`src/rtl/muldiv_unit.sv`:
```
// Iterative RV32M multiply/divide unit: shift-add multiplier and restoring divider
// sharing one 2*WIDTH working register, fixed 34-cycle latency for every funct3.
module muldiv_unit #(
  parameter int WIDTH = 32,
  parameter int ITER  = 32
) (
  input  logic             clk,
  input  logic             reset,
  input  logic             start,
  input  logic [2:0]       funct3,
  input  logic [WIDTH-1:0] rs1_data,
  input  logic [WIDTH-1:0] rs2_data,
  input  logic [4:0]       rd,
  output logic             busy,
  output logic             done,
  output logic [WIDTH-1:0] result,
  output logic [4:0]       result_rd
);

  localparam int DW = 2 * WIDTH;
  localparam int CW = $clog2(ITER);
  localparam logic [CW-1:0] CNT_LAST = CW'(ITER - 1);
  localparam logic [CW-1:0] CNT_ONE  = {{(CW-1){1'b0}}, 1'b1};
  localparam logic [WIDTH-1:0] ALL_ONES = {WIDTH{1'b1}};
  localparam logic [WIDTH-1:0] ZERO_W   = {WIDTH{1'b0}};
  localparam logic [WIDTH-1:0] MIN_NEG  = {1'b1, {(WIDTH-1){1'b0}}};

  localparam logic [2:0] F_MUL    = 3'b000;
  localparam logic [2:0] F_MULH   = 3'b001;
  localparam logic [2:0] F_MULHSU = 3'b010;
  localparam logic [2:0] F_MULHU  = 3'b011;
  localparam logic [2:0] F_DIV    = 3'b100;
  localparam logic [2:0] F_DIVU   = 3'b101;
  localparam logic [2:0] F_REM    = 3'b110;
  localparam logic [2:0] F_REMU   = 3'b111;

  typedef enum logic [1:0] {
    S_IDLE  = 2'd0,
    S_CALC  = 2'd1,
    S_FIXUP = 2'd2,
    S_DONE  = 2'd3
  } state_t;

  state_t           state_q;
  logic [CW-1:0]    cnt_q;
  logic [2:0]       op_q;
  logic [DW-1:0]    acc_q;
  logic [WIDTH-1:0] b_mag_q;
  logic [WIDTH-1:0] dividend_q;
  logic             a_neg_q;
  logic             b_neg_q;
  logic             div0_q;
  logic             ovf_q;
  logic [4:0]       rd_q;
  logic             busy_q;
  logic             done_q;
  logic [WIDTH-1:0] result_q;
  logic [4:0]       result_rd_q;

  logic             signed_a_s;
  logic             signed_b_s;
  logic             a_neg_s;
  logic             b_neg_s;
  logic [WIDTH-1:0] a_mag_s;
  logic [WIDTH-1:0] b_mag_s;
  logic             div0_s;
  logic             ovf_s;
  logic [DW-1:0]    acc_d;
  logic [WIDTH-1:0] result_d;

  // Operand signedness decoded from the incoming funct3 at acceptance.
  always_comb begin
    signed_a_s = 1'b0;
    signed_b_s = 1'b0;
    case (funct3)
      F_MUL, F_MULH, F_DIV, F_REM: begin
        signed_a_s = 1'b1;
        signed_b_s = 1'b1;
      end
      F_MULHSU: begin
        signed_a_s = 1'b1;
        signed_b_s = 1'b0;
      end
      default: begin
        signed_a_s = 1'b0;
        signed_b_s = 1'b0;
      end
    endcase
  end

  assign a_neg_s = signed_a_s & rs1_data[WIDTH-1];
  assign b_neg_s = signed_b_s & rs2_data[WIDTH-1];
  assign a_mag_s = a_neg_s ? (~rs1_data + {{(WIDTH-1){1'b0}}, 1'b1}) : rs1_data;
  assign b_mag_s = b_neg_s ? (~rs2_data + {{(WIDTH-1){1'b0}}, 1'b1}) : rs2_data;
  assign div0_s  = (rs2_data == ZERO_W);
  assign ovf_s   = funct3[2] & ~funct3[0] & (rs1_data == MIN_NEG) & (rs2_data == ALL_ONES);

  logic [WIDTH:0]   mul_sum_s;
  logic             div_ge_s;
  logic [WIDTH-1:0] div_rem_s;

  // One iteration step: multiply adds the multiplicand into the top half and shifts
  // right; divide shifts left and keeps the trial difference when it does not go negative.
  always_comb begin
    mul_sum_s = {1'b0, acc_q[DW-1:WIDTH]} + (acc_q[0] ? {1'b0, b_mag_q} : {(WIDTH+1){1'b0}});
    div_ge_s  = (acc_q[DW-1:WIDTH-1] >= {1'b0, b_mag_q});
    div_rem_s = acc_q[DW-2:WIDTH-1] - b_mag_q;
    if (op_q[2]) begin
      if (div_ge_s) begin
        acc_d = {div_rem_s, acc_q[WIDTH-2:0], 1'b1};
      end else begin
        acc_d = {acc_q[DW-2:WIDTH-1], acc_q[WIDTH-2:0], 1'b0};
      end
    end else begin
      acc_d = {mul_sum_s, acc_q[WIDTH-1:1]};
    end
  end

  logic [DW-1:0]    prod_s;
  logic [WIDTH-1:0] quot_s;
  logic [WIDTH-1:0] rem_s;

  // Sign correction, word selection and RISC-V special cases applied in FIXUP.
  always_comb begin
    prod_s   = (a_neg_q ^ b_neg_q) ? (~acc_q + {{(DW-1){1'b0}}, 1'b1}) : acc_q;
    quot_s   = (a_neg_q ^ b_neg_q) ? (~acc_q[WIDTH-1:0] + {{(WIDTH-1){1'b0}}, 1'b1})
                                   : acc_q[WIDTH-1:0];
    rem_s    = a_neg_q ? (~acc_q[DW-1:WIDTH] + {{(WIDTH-1){1'b0}}, 1'b1}) : acc_q[DW-1:WIDTH];
    result_d = ZERO_W;
    case (op_q)
      F_MUL:                       result_d = prod_s[WIDTH-1:0];
      F_MULH, F_MULHSU, F_MULHU:   result_d = prod_s[DW-1:WIDTH];
      F_DIV, F_DIVU: begin
        if (div0_q) begin
          result_d = ALL_ONES;
        end else if (ovf_q) begin
          result_d = MIN_NEG;
        end else begin
          result_d = quot_s;
        end
      end
      F_REM, F_REMU: begin
        if (div0_q) begin
          result_d = dividend_q;
        end else if (ovf_q) begin
          result_d = ZERO_W;
        end else begin
          result_d = rem_s;
        end
      end
      default:                     result_d = ZERO_W;
    endcase
  end

  // Control FSM with registered handshake and result outputs.
  always_ff @(posedge clk) begin
    if (!reset) begin
      state_q     <= S_IDLE;
      cnt_q       <= {CW{1'b0}};
      op_q        <= 3'b000;
      acc_q       <= {DW{1'b0}};
      b_mag_q     <= ZERO_W;
      dividend_q  <= ZERO_W;
      a_neg_q     <= 1'b0;
      b_neg_q     <= 1'b0;
      div0_q      <= 1'b0;
      ovf_q       <= 1'b0;
      rd_q        <= 5'd0;
      busy_q      <= 1'b0;
      done_q      <= 1'b0;
      result_q    <= ZERO_W;
      result_rd_q <= 5'd0;
    end else begin
      case (state_q)
        S_IDLE: begin
          done_q <= 1'b0;
          if (start) begin
            state_q    <= S_CALC;
            cnt_q      <= {CW{1'b0}};
            op_q       <= funct3;
            acc_q      <= {ZERO_W, a_mag_s};
            b_mag_q    <= b_mag_s;
            dividend_q <= rs1_data;
            a_neg_q    <= a_neg_s;
            b_neg_q    <= b_neg_s;
            div0_q     <= div0_s;
            ovf_q      <= ovf_s;
            rd_q       <= rd;
            busy_q     <= 1'b1;
          end else begin
            busy_q <= 1'b0;
          end
        end
        S_CALC: begin
          acc_q <= acc_d;
          cnt_q <= cnt_q + CNT_ONE;
          if (cnt_q == CNT_LAST) begin
            state_q <= S_FIXUP;
          end else begin
            state_q <= S_CALC;
          end
        end
        S_FIXUP: begin
          result_q    <= result_d;
          result_rd_q <= rd_q;
          done_q      <= 1'b1;
          state_q     <= S_DONE;
        end
        S_DONE: begin
          done_q  <= 1'b0;
          busy_q  <= 1'b0;
          state_q <= S_IDLE;
        end
        default: begin
          done_q  <= 1'b0;
          busy_q  <= 1'b0;
          state_q <= S_IDLE;
        end
      endcase
    end
  end

  assign busy      = busy_q;
  assign done      = done_q;
  assign result    = result_q;
  assign result_rd = result_rd_q;

endmodule

```
`config.mk`:
```
export PLATFORM = sky130hd
export DESIGN_NAME = muldiv_unit
export DESIGN_NICKNAME = d
export VERILOG_FILES = /design/src/rtl/muldiv_unit.sv
export SDC_FILE = /design/constraint.sdc
export NUM_CORES = 1
export LEC_CHECK = 0
export CORE_MARGIN = 5
export CORE_UTILIZATION = 34
export CTS_BUF_LIST = sky130_fd_sc_hd__clkbuf_8
export DETAILED_ROUTE_END_ITERATION = 7
export DONT_BUFFER_PORTS = 1
export PLACE_DENSITY = 0.56
export SYNTH_ARGS = -nofsm -noshare
export SYNTH_HDL_FRONTEND = slang
export SYNTH_SLANG_ARGS = --single-unit
export TNS_END_PERCENT = 1
```
`constraint.sdc`:
```
create_clock -name clk -period 3.83 [get_ports clk]
set_clock_uncertainty 0.15 [all_clocks]
set_input_delay 0.766 -clock clk [delete_from_list [all_inputs] [get_ports clk]]
set_output_delay 0.766 -clock clk [all_outputs]
set_load 0.1 [all_outputs]
```
### Yosys cells after proc, flatten, opt, wreduce, memory -nomap -nowiden

Index checks and enable logic that the tools add are counted.

| word-level totals | value |
|---|---|
| bits in registers | 186 |
| input bits | 75 |
| word-level logic and storage cells | 94 |

| operators by class | value |
|---|---|
| add/sub/neg operators | 8 |
| magnitude comparators | 1 |
| equal/unequal tests | 18 |
| muxes and demuxes | 25 |
| bitwise logic cells | 12 |
| reductions and logical operators | 15 |

Operator list:

| operator | number |
|---|---|
| $mux W32 | 9 |
| $mux W64 | 4 |
| $add A32 B1 Y32 const B | 4 |
| $not A32 Y32 | 4 |
| $pmux W32 S4 | 1 |
| $pmux W64 S2 | 1 |
| $add A64 B1 Y64 const B | 1 |
| $eq A32 B32 Y1 const B | 2 |
| $not A64 Y64 | 1 |
| $add A32 B32 Y33 | 1 |
| $ge A33 B32 Y1 | 1 |
| $logic_not A32 Y1 | 1 |
| $sub A32 B32 Y32 | 1 |
| $eq A3 B3 Y1 const B | 6 |
| $pmux W5 S2 | 1 |
| $eq A3 B2 Y1 const B | 3 |
| $pmux W2 S4 | 1 |
| $eq A3 B1 Y1 const B | 2 |
| $logic_not A3 Y1 | 2 |
| $reduce_bool A2 Y1 | 3 |
| $reduce_or A2 Y1 | 3 |
| $add A5 B1 Y5 const B | 1 |
| $and A1 B1 Y1 | 5 |
| $eq A5 B5 Y1 const B | 1 |
| other kinds (14) | 20 |

### Longest topological paths before layout

Gate-level depths: netlist of the first run.

| logic depth | value |
|---|---|
| word-level depth | 7 |
| depth in mapped cells | 15 |
| mapped depth without buffers | 13 |

### Worst setup path before layout of the first run

OpenSTA, ideal clock, no wires.

| timing | value |
|---|---|
| kind | register -> register |
| from | register acc_q[0] |
| to | register acc_q[49] |
| data arrival time | 3093 ps |
| slack | 466 ps |
| cell stages (with the launch flop) | 15 |
| path buffers | 2 |
| clock period less this slack | 3364 ps |
| cell sequence | dfxtp_1 > clkbuf_1 > inv_1 > clkbuf_1 > nor2_1 > ha_1 > a21oi_1 > nor4b_1 > o2bb2ai_1 > o21ai_0 > a31oi_1 > o31a_1 > o21ai_0 > xor2_1 > a221o_1 |

| on the way | value |
|---|---|
| longest elaborated chain between the ends | 4 |

RTL lines:

| item | line | RTL |
|---|---|---|
| from (decl) | 47 | `logic [DW-1:0] acc_q;` |
| from (signal assigned) | 161 | `acc_q <= {DW{1'b0}};` |
| from (signal assigned) | 181 | `acc_q <= {ZERO_W, a_mag_s};` |
| $mux W32 | 105 | `mul_sum_s = {1'b0, acc_q[DW-1:WIDTH]} + (acc_q[0] ? {1'b0, b_mag_q} : {(WIDTH+1){1'b0}});` |
| $add A32 B32 Y33 | 105 |  |
| $mux W64 | 108 | `if (op_q[2]) begin` |
| $pmux W64 S2 | 174 | `case (state_q)` |

Every way passes these cells.
A chain may end at the register's enable or synchronous reset.

### Final worst setup path of the first run

| timing | value |
|---|---|
| from | register acc_q[31] |
| to | register acc_q[62] |

| on the way | value |
|---|---|
| longest elaborated chain between the ends | 4 |

RTL lines:

| item | line | RTL |
|---|---|---|
| $sub A32 B32 Y32 / $ge A33 B32 Y1 (equally long branches) | 107, 106 |  |
| $mux W64 (*) | 109 | `if (div_ge_s) begin` |
| $mux W64 (*) | 108 |  |
| $pmux W64 S2 (*) | 174 |  |

Every way passes the cells marked *; elsewhere a longest branch is shown, timed or not.

==> results.sh, run 1 <==
export IMPL_rsz0062_at_grt="false"
export IMPL_syn_instance_count=2172
export IMPL_area_delta_synth_final_pct=8.97
export IMPL_clock_latency_ps=540
export IMPL_grt_pass1_vias=15500
export IMPL_cellPowerDensity_nw_per_um2=341
export IMPL_place_area_um2=16700
export IMPL_hold_class="primary input to register"
export IMPL_num_vias=16600
export IMPL_period_needed_ps=3610
export IMPL_antenna_found_initial=1
export IMPL_cts_sink_count=186
export IMPL_power_frac_comb=0.368
export IMPL_synth_edf_count=0
export IMPL_avgSynthCellArea_um2=7.22
export IMPL_synth_ff_type="dfxtp_1"
export IMPL_chipHeight_um=225
export IMPL_gr_total_overflow=0
export IMPL_p_seq_frac=0.385
export IMPL_switching_share=0.415
export IMPL_ir_worst_vdd_mv=0.325
export IMPL_setup_violations=0
export IMPL_start_util=0.345
export IMPL_maxSlewViolCount=0
export IMPL_cts_tree="built"
export IMPL_clk_pin_slew_worst_paths_ps=110
export IMPL_tightest_slew_ps=1080
export IMPL_ys_warnings_count=0
export IMPL_synth_area_leader_cell="dfxtp_1"
export IMPL_nets=2287
export IMPL_synth_top_area_share=0.237
export IMPL_postRouteAntennaNets=0
export IMPL_synth_async_reset_ratio=0
export IMPL_required_ps=4120
export IMPL_core_area_um2=45500
export IMPL_cts_path_max_buffers=2
export IMPL_synth_cell_types=75
export IMPL_power_switching_mw=2.42
export IMPL_initialDrtViolationCount=1612
export IMPL_numCtsBuffers=17
export IMPL_synth_area_um2=15700
export IMPL_die_area_um2=50500
export IMPL_final_period_utilization=0.943
export IMPL_gr_usage_all_layers=0.235
export IMPL_max_freq_mhz=277
export IMPL_design_area_um2=17100
export IMPL_via_per_inst=6.04
export IMPL_critical_path_class="register to register"
export IMPL_seq_area_frac_synth=0.237
export IMPL_arrival_ps=3900
export IMPL_drt_wirelength_per_cell_um=22.3
export IMPL_layout_commonest_cell="nand2_1"
export IMPL_grt_max_degree=85
export IMPL_timing_hold_violations_final=0
export IMPL_drc=0
export IMPL_die_width_um=225
export IMPL_gp_congestion=0.974
export IMPL_maxSlewHeadroom=0.276
export IMPL_rows=78
export IMPL_status="complete, no violations"
export IMPL_final_layout_size_suffix_gt1_frac=0.0862
export IMPL_syn_num_nets=2325
export IMPL_clockPowerShare=0.247
export IMPL_grt_pass1_wl_um=93600
export IMPL_start_kind="register"
export IMPL_portBuffers=0
export IMPL_dr_pass1_iters=7
export IMPL_final_cell_mix="nand2_1, a21oi_1, nor2_1"
export IMPL_fill_cells=4880
export IMPL_leakage_nw=6.52
export IMPL_maxCapViolations=0
export IMPL_cts_root_buffer="clkbuf_8"
export IMPL_tns_ps=0
export IMPL_ys_ff_latch=186
export IMPL_intPower_mw=3.41
export IMPL_routed_wl_um=61400
export IMPL_io_pins=114
export IMPL_path_max_fanout=4
export IMPL_cp_end_kind="register"
export IMPL_dp_hpwl_um=46900
export IMPL_htree_num_levels=4
export IMPL_synthTopCellsByArea="dfxtp_1, a21oi_1, nand2_1"
export IMPL_fin_util=0.376
==> synthesized netlist by cell type, drive strengths merged, types with 11 or more instances <==
master	number
a211oi	42
a21o	19
a21oi	229
a221oi	19
a22o	16
a22oi	28
a311oi	11
a31oi	20
and2	11
and3	11
buf	22
clkbuf	146
dfxtp	186
ha	76
inv	72
mux2i	55
nand2	271
nand2b	11
nand3	38
nand4	29
nor2	209
nor3	47
nor4	29
o211ai	40
o21a	11
o21ai	145
o221ai	17
o31ai	20
or3	26
or4	15
xnor2	101
xor2	86
==> area by class of cell <==
| type | count | area [µm²] | share of cell area |
|---|---|---|---|
| Antenna cell | 1 | 2.50 | 0.000146 |
| Clock buffer | 19 | 262 | 0.0153 |
| Clock inverter | 13 | 135 | 0.00790 |
| Inverter | 72 | 273 | 0.0160 |
| Multi-Input combinational cell | 1746 | 11100 | 0.649 |
| Sequential cell | 186 | 3730 | 0.218 |
| Tap cell | 600 | 751 | 0.0439 |
| Timing Repair Buffer | 111 | 846 | 0.0495 |
==> path summary, 6_finish.rpt <==
check                                                   end              startpoint  depth (start not counted)  slack (ps)
worst min register to register         rd_q[2]$_SDFFE_PN0P_    rd_q[2]$_SDFFE_PN0P_                          2         310
worst max-delay path                 acc_q[62]$_SDFFE_PN0P_  acc_q[31]$_SDFFE_PN0P_                         13         220
worst min-delay path            dividend_q[27]$_SDFFE_PN0P_            rs1_data[27]                          2         200
worst max register to register       acc_q[62]$_SDFFE_PN0P_  acc_q[31]$_SDFFE_PN0P_                         13         220
==> worst max-delay path, cell delays in order (launching register included) <==
cell and delay [ps]:
dfxtp_1 370, inv_1 140, ha_1 180, inv_1 70
fa_1 400, a21o_1 190, a221o_1 350, a31o_2 280
a211oi_2 280, o2111ai_1 230, a311oi_1 320, a41oi_1 60
or3_1 350, o2111a_1 140
==> cell families after synthesis <==
| group | after synthesis | synth area share |
|---|---|---|
| buffers and inverters | 240 | 0.0590 |
| AO/OA/AOI/OAI | 702 | 0.287 |
| XOR/XNOR | 187 | 0.104 |
| multiplexers | 56 | 0.0358 |
| flip-flops | 186 | 0.237 |
| adder cells (fa/ha/maj) | 78 | 0.0632 |
| AND/OR/NAND/NOR | 723 | 0.213 |
==> layer usage <==
metal / wire length, µm / up-vias / track usage / share of wire
met5: 13 / - / 0 / 0.00021
met4: 2070 / 2 / 0.0811 / 0.034
met3: 5340 / 122 / 0.0536 / 0.087
met2: 26700 / 708 / 0.358 / 0.44
met1: 27200 / 7960 / 0.326 / 0.44
li1: - / 7807 / - / -
==> stage by stage <==
| step | hold slack [ps] | std cells | setup slack, ps | power (mW) |
|---|---|---|---|---|
| 6_report | 197 | 2748 | 218 | 5.84 |
| 5_1_grt | 168 | 2747 | 27.1 | 6.14 |
| 4_1_cts | 160 | 2747 | 157 | 5.82 |
| 3_5_place_dp | 300 | 2715 | 206 | 4.38 |
| 3_3_place_gp | 291 | 2715 | 242 | 4.37 |
| 2_1_floorplan | 282 | 2172 | 466 | 3.73 |
==> sequential cells by signal, indices dropped and copies added (netlist names), 3 cells and up, named ones only <==
name,flops
acc_q,64
op_q,3
cnt_q,5
b_mag_q,32
rd_q,5
dividend_q,32
result_rd,5
result,32
==> timing repair <==
action                                  in CTS  in global routing
resized for setup                            0                  4
hold buffers                                 0                  0
setup buffers                                0                  0
endpoints found under the setup margin       0                  2
==> power by group through the flow <==
stage | sequential (mW) | clock (mW) | combinational (mW)
finish | 2.25 | 1.44 | 2.15
global route | 2.26 | 1.53 | 2.34
floorplan | 2.20 | 0 | 1.53
global placement | 2.28 | 0 | 2.09
CTS | 2.24 | 1.47 | 2.11
detailed placement | 2.29 | 0 | 2.10
Note: power is estimated with default switching activity, not from simulation.
==> run 2: changes to the inputs <==
- CTS_CLUSTER_DIAMETER: unset -> 30
- SLEW_MARGIN: unset -> 5
==> results of run 2 <==
The final DEF is identical to that of run 1; final timing and power are the same.
==> run 3: changes to the inputs <==
- CORE_UTILIZATION: 34 -> 50
- PLACE_DENSITY: 0.56 -> 0.73
==> run 3 against run 2 <==
Global-route usage up 8.9 points. First-iteration DRC count up 24%. Combinational power up 2%. Via count up 1.0%. Sequential power about the same. Sequential cell count unchanged. Worst hold slack better by 17 ps. Fmax down 0.28%.
==> results.sh, run 3 (synthesis gave the netlist of run 1 again) <==
export IMPL_cts_sink_count=186
export IMPL_leakage_nw=6.50
export IMPL_cellPowerDensity_nw_per_um2=348
export IMPL_antenna_diode_count=0
export IMPL_period_needed_ps=3620
export IMPL_clk_pin_slew_worst_paths_ps=120
export IMPL_chipHeight_um=187
export IMPL_timing_hold_violations_final=0
export IMPL_gp_congestion=1.05
export IMPL_design_area_um2=16800
export IMPL_area_delta_synth_final_pct=7.27
export IMPL_dr_pass1_iters=6
export IMPL_dp_hpwl_um=45300
export IMPL_postRouteAntennaNets=0
export IMPL_total_power_mw=5.86
export IMPL_clock_latency_ps=520
export IMPL_grt_max_degree=84
export IMPL_maxCapViolations=0
export IMPL_crit_family="compound AO/OA/AOI/OAI gates"
export IMPL_status="complete, no violations"
export IMPL_portBuffers=0
export IMPL_gr_usage_all_layers=0.324
export IMPL_largest_register_ff_count=64
export IMPL_die_area_um2=35000
export IMPL_setup_violations=0
export IMPL_core_area_um2=30700
export IMPL_final_layout_size_suffix_gt1_frac=0.0840
export IMPL_fill_cells=3031
export IMPL_critical_path_class="register to register"
export IMPL_slowest_delay_ps=410
export IMPL_final_period_utilization=0.946
export IMPL_cp_common_cell="buf_4"
export IMPL_cts_tree="built"
export IMPL_maxSlewViolCount=0
export IMPL_final_cell_mix="nand2_1, a21oi_1, nor2_1"
export IMPL_rows=64
export IMPL_io_pins=114
export IMPL_drt_wirelength_per_cell_um=23.3
export IMPL_slowest_stage="o2111ai_1"
export IMPL_cts_root_buffer="clkbuf_8"
export IMPL_die_width_um=187
export IMPL_maxSlewHeadroom=0.259
export IMPL_antenna_found_initial=1
export IMPL_num_vias=16800
export IMPL_cts_path_max_buffers=2
export IMPL_arrival_ps=3910
export IMPL_fin_util=0.547
export IMPL_grt_pass1_vias=15700
export IMPL_layout_commonest_cell="nand2_1"
export IMPL_gr_total_overflow=0
export IMPL_place_area_um2=16400
export IMPL_routed_wl_um=59100
export IMPL_numCtsBuffers=17
export IMPL_hold_class="primary input to register"
export IMPL_tns_ps=0
export IMPL_crit_chain="inv_1 > buf_4 > buf_4 > nor2_1 > ha_1 > a21oi_1 > nor2b_1 > o41ai_2 > buf_4 > o2111ai_1 > o21ai_1 > buf_4 > xor2_1 > nand3_1 > a41oi_1"
export IMPL_ir_worst_vdd_mv=0.310
export IMPL_cp_end_kind="register"
export IMPL_via_per_inst=6.61
export IMPL_initialDrtViolationCount=2001
export IMPL_start_kind="register"
export IMPL_drc=0
export IMPL_rsz0062_at_grt="false"
export IMPL_path_max_fanout=10
export IMPL_start_util=0.510
export IMPL_nets=2284
export IMPL_tightest_slew_ps=1110
export IMPL_largest_register="acc_q"
export IMPL_max_freq_mhz=276
export IMPL_htree_num_levels=4
export IMPL_crit_buf_inv=5
export IMPL_required_ps=4110
export IMPL_grt_pass1_wl_um=91100
-- run 3: changes by cell type in the layout (fill, tap and decap cells not counted), sizes merged --
| cell | change |
|---|---|
| clkbuf | -1 |
| buf | -3 |
| clkinv | -2 |
| clkinvlp | +2 |
| inv | -1 |
| diode | -1 |
| bufinv | +1 |
-- run 3: final cells by class --
cell class                 count  area (µm²)  share of cell area
timing repair buffer         108         836              0.0497
sequential                   186        3730               0.222
inverter                      72         273              0.0162
clock inverter                13         140             0.00833
clock buffer                  18         248              0.0147
tap                          396         495              0.0294
multi-input combinational   1746       11100               0.660
-- run 3: report_power, final --
part	leakage, nW	total [mW]	internal [mW]	switching [mW]
Combinational	4.79	2.19	0.788	1.40
Clock	0.199	1.42	0.599	0.817
Sequential	1.52	2.25	2.06	0.187
-- run 3: layer usage --
layer  global-route usage  share of wire  vias to the layer above
met5                    0              0                        -
met4               0.0967          0.031                        0
met3               0.0948           0.12                      147
met2                0.476           0.42                      976
met1                0.458           0.43                     7868
li1                     -              -                     7780
-- run 3: through the flow --
step	instances	setup WS, ps	hold slack, ps
5_1_grt	2539	10.0	197
2_1_floorplan	2172	466	282
4_1_cts	2539	183	196
3_5_place_dp	2508	224	301
3_3_place_gp	2508	268	294
6_report	2539	208	214
-- run 3: timing repair --
item,4_1_cts,5_1_grt
resized for setup,0,5
hold endpoints to repair,0,0
setup endpoints to repair,0,4
hold buffers,0,0
setup buffers,0,0
-- run 3: final timing paths --
check | from | to | slack [ps] | cells past startpoint
hold / removal | rs1_data[9] | dividend_q[9]$_SDFFE_PN0P_ | 210 | 2
setup / recovery | acc_q[0]$_SDFFE_PN0P_ | acc_q[61]$_SDFFE_PN0P_ | 210 | 15
setup reg to reg | acc_q[0]$_SDFFE_PN0P_ | acc_q[61]$_SDFFE_PN0P_ | 210 | 15
hold reg to reg | rd_q[1]$_SDFFE_PN0P_ | rd_q[1]$_SDFFE_PN0P_ | 310 | 2
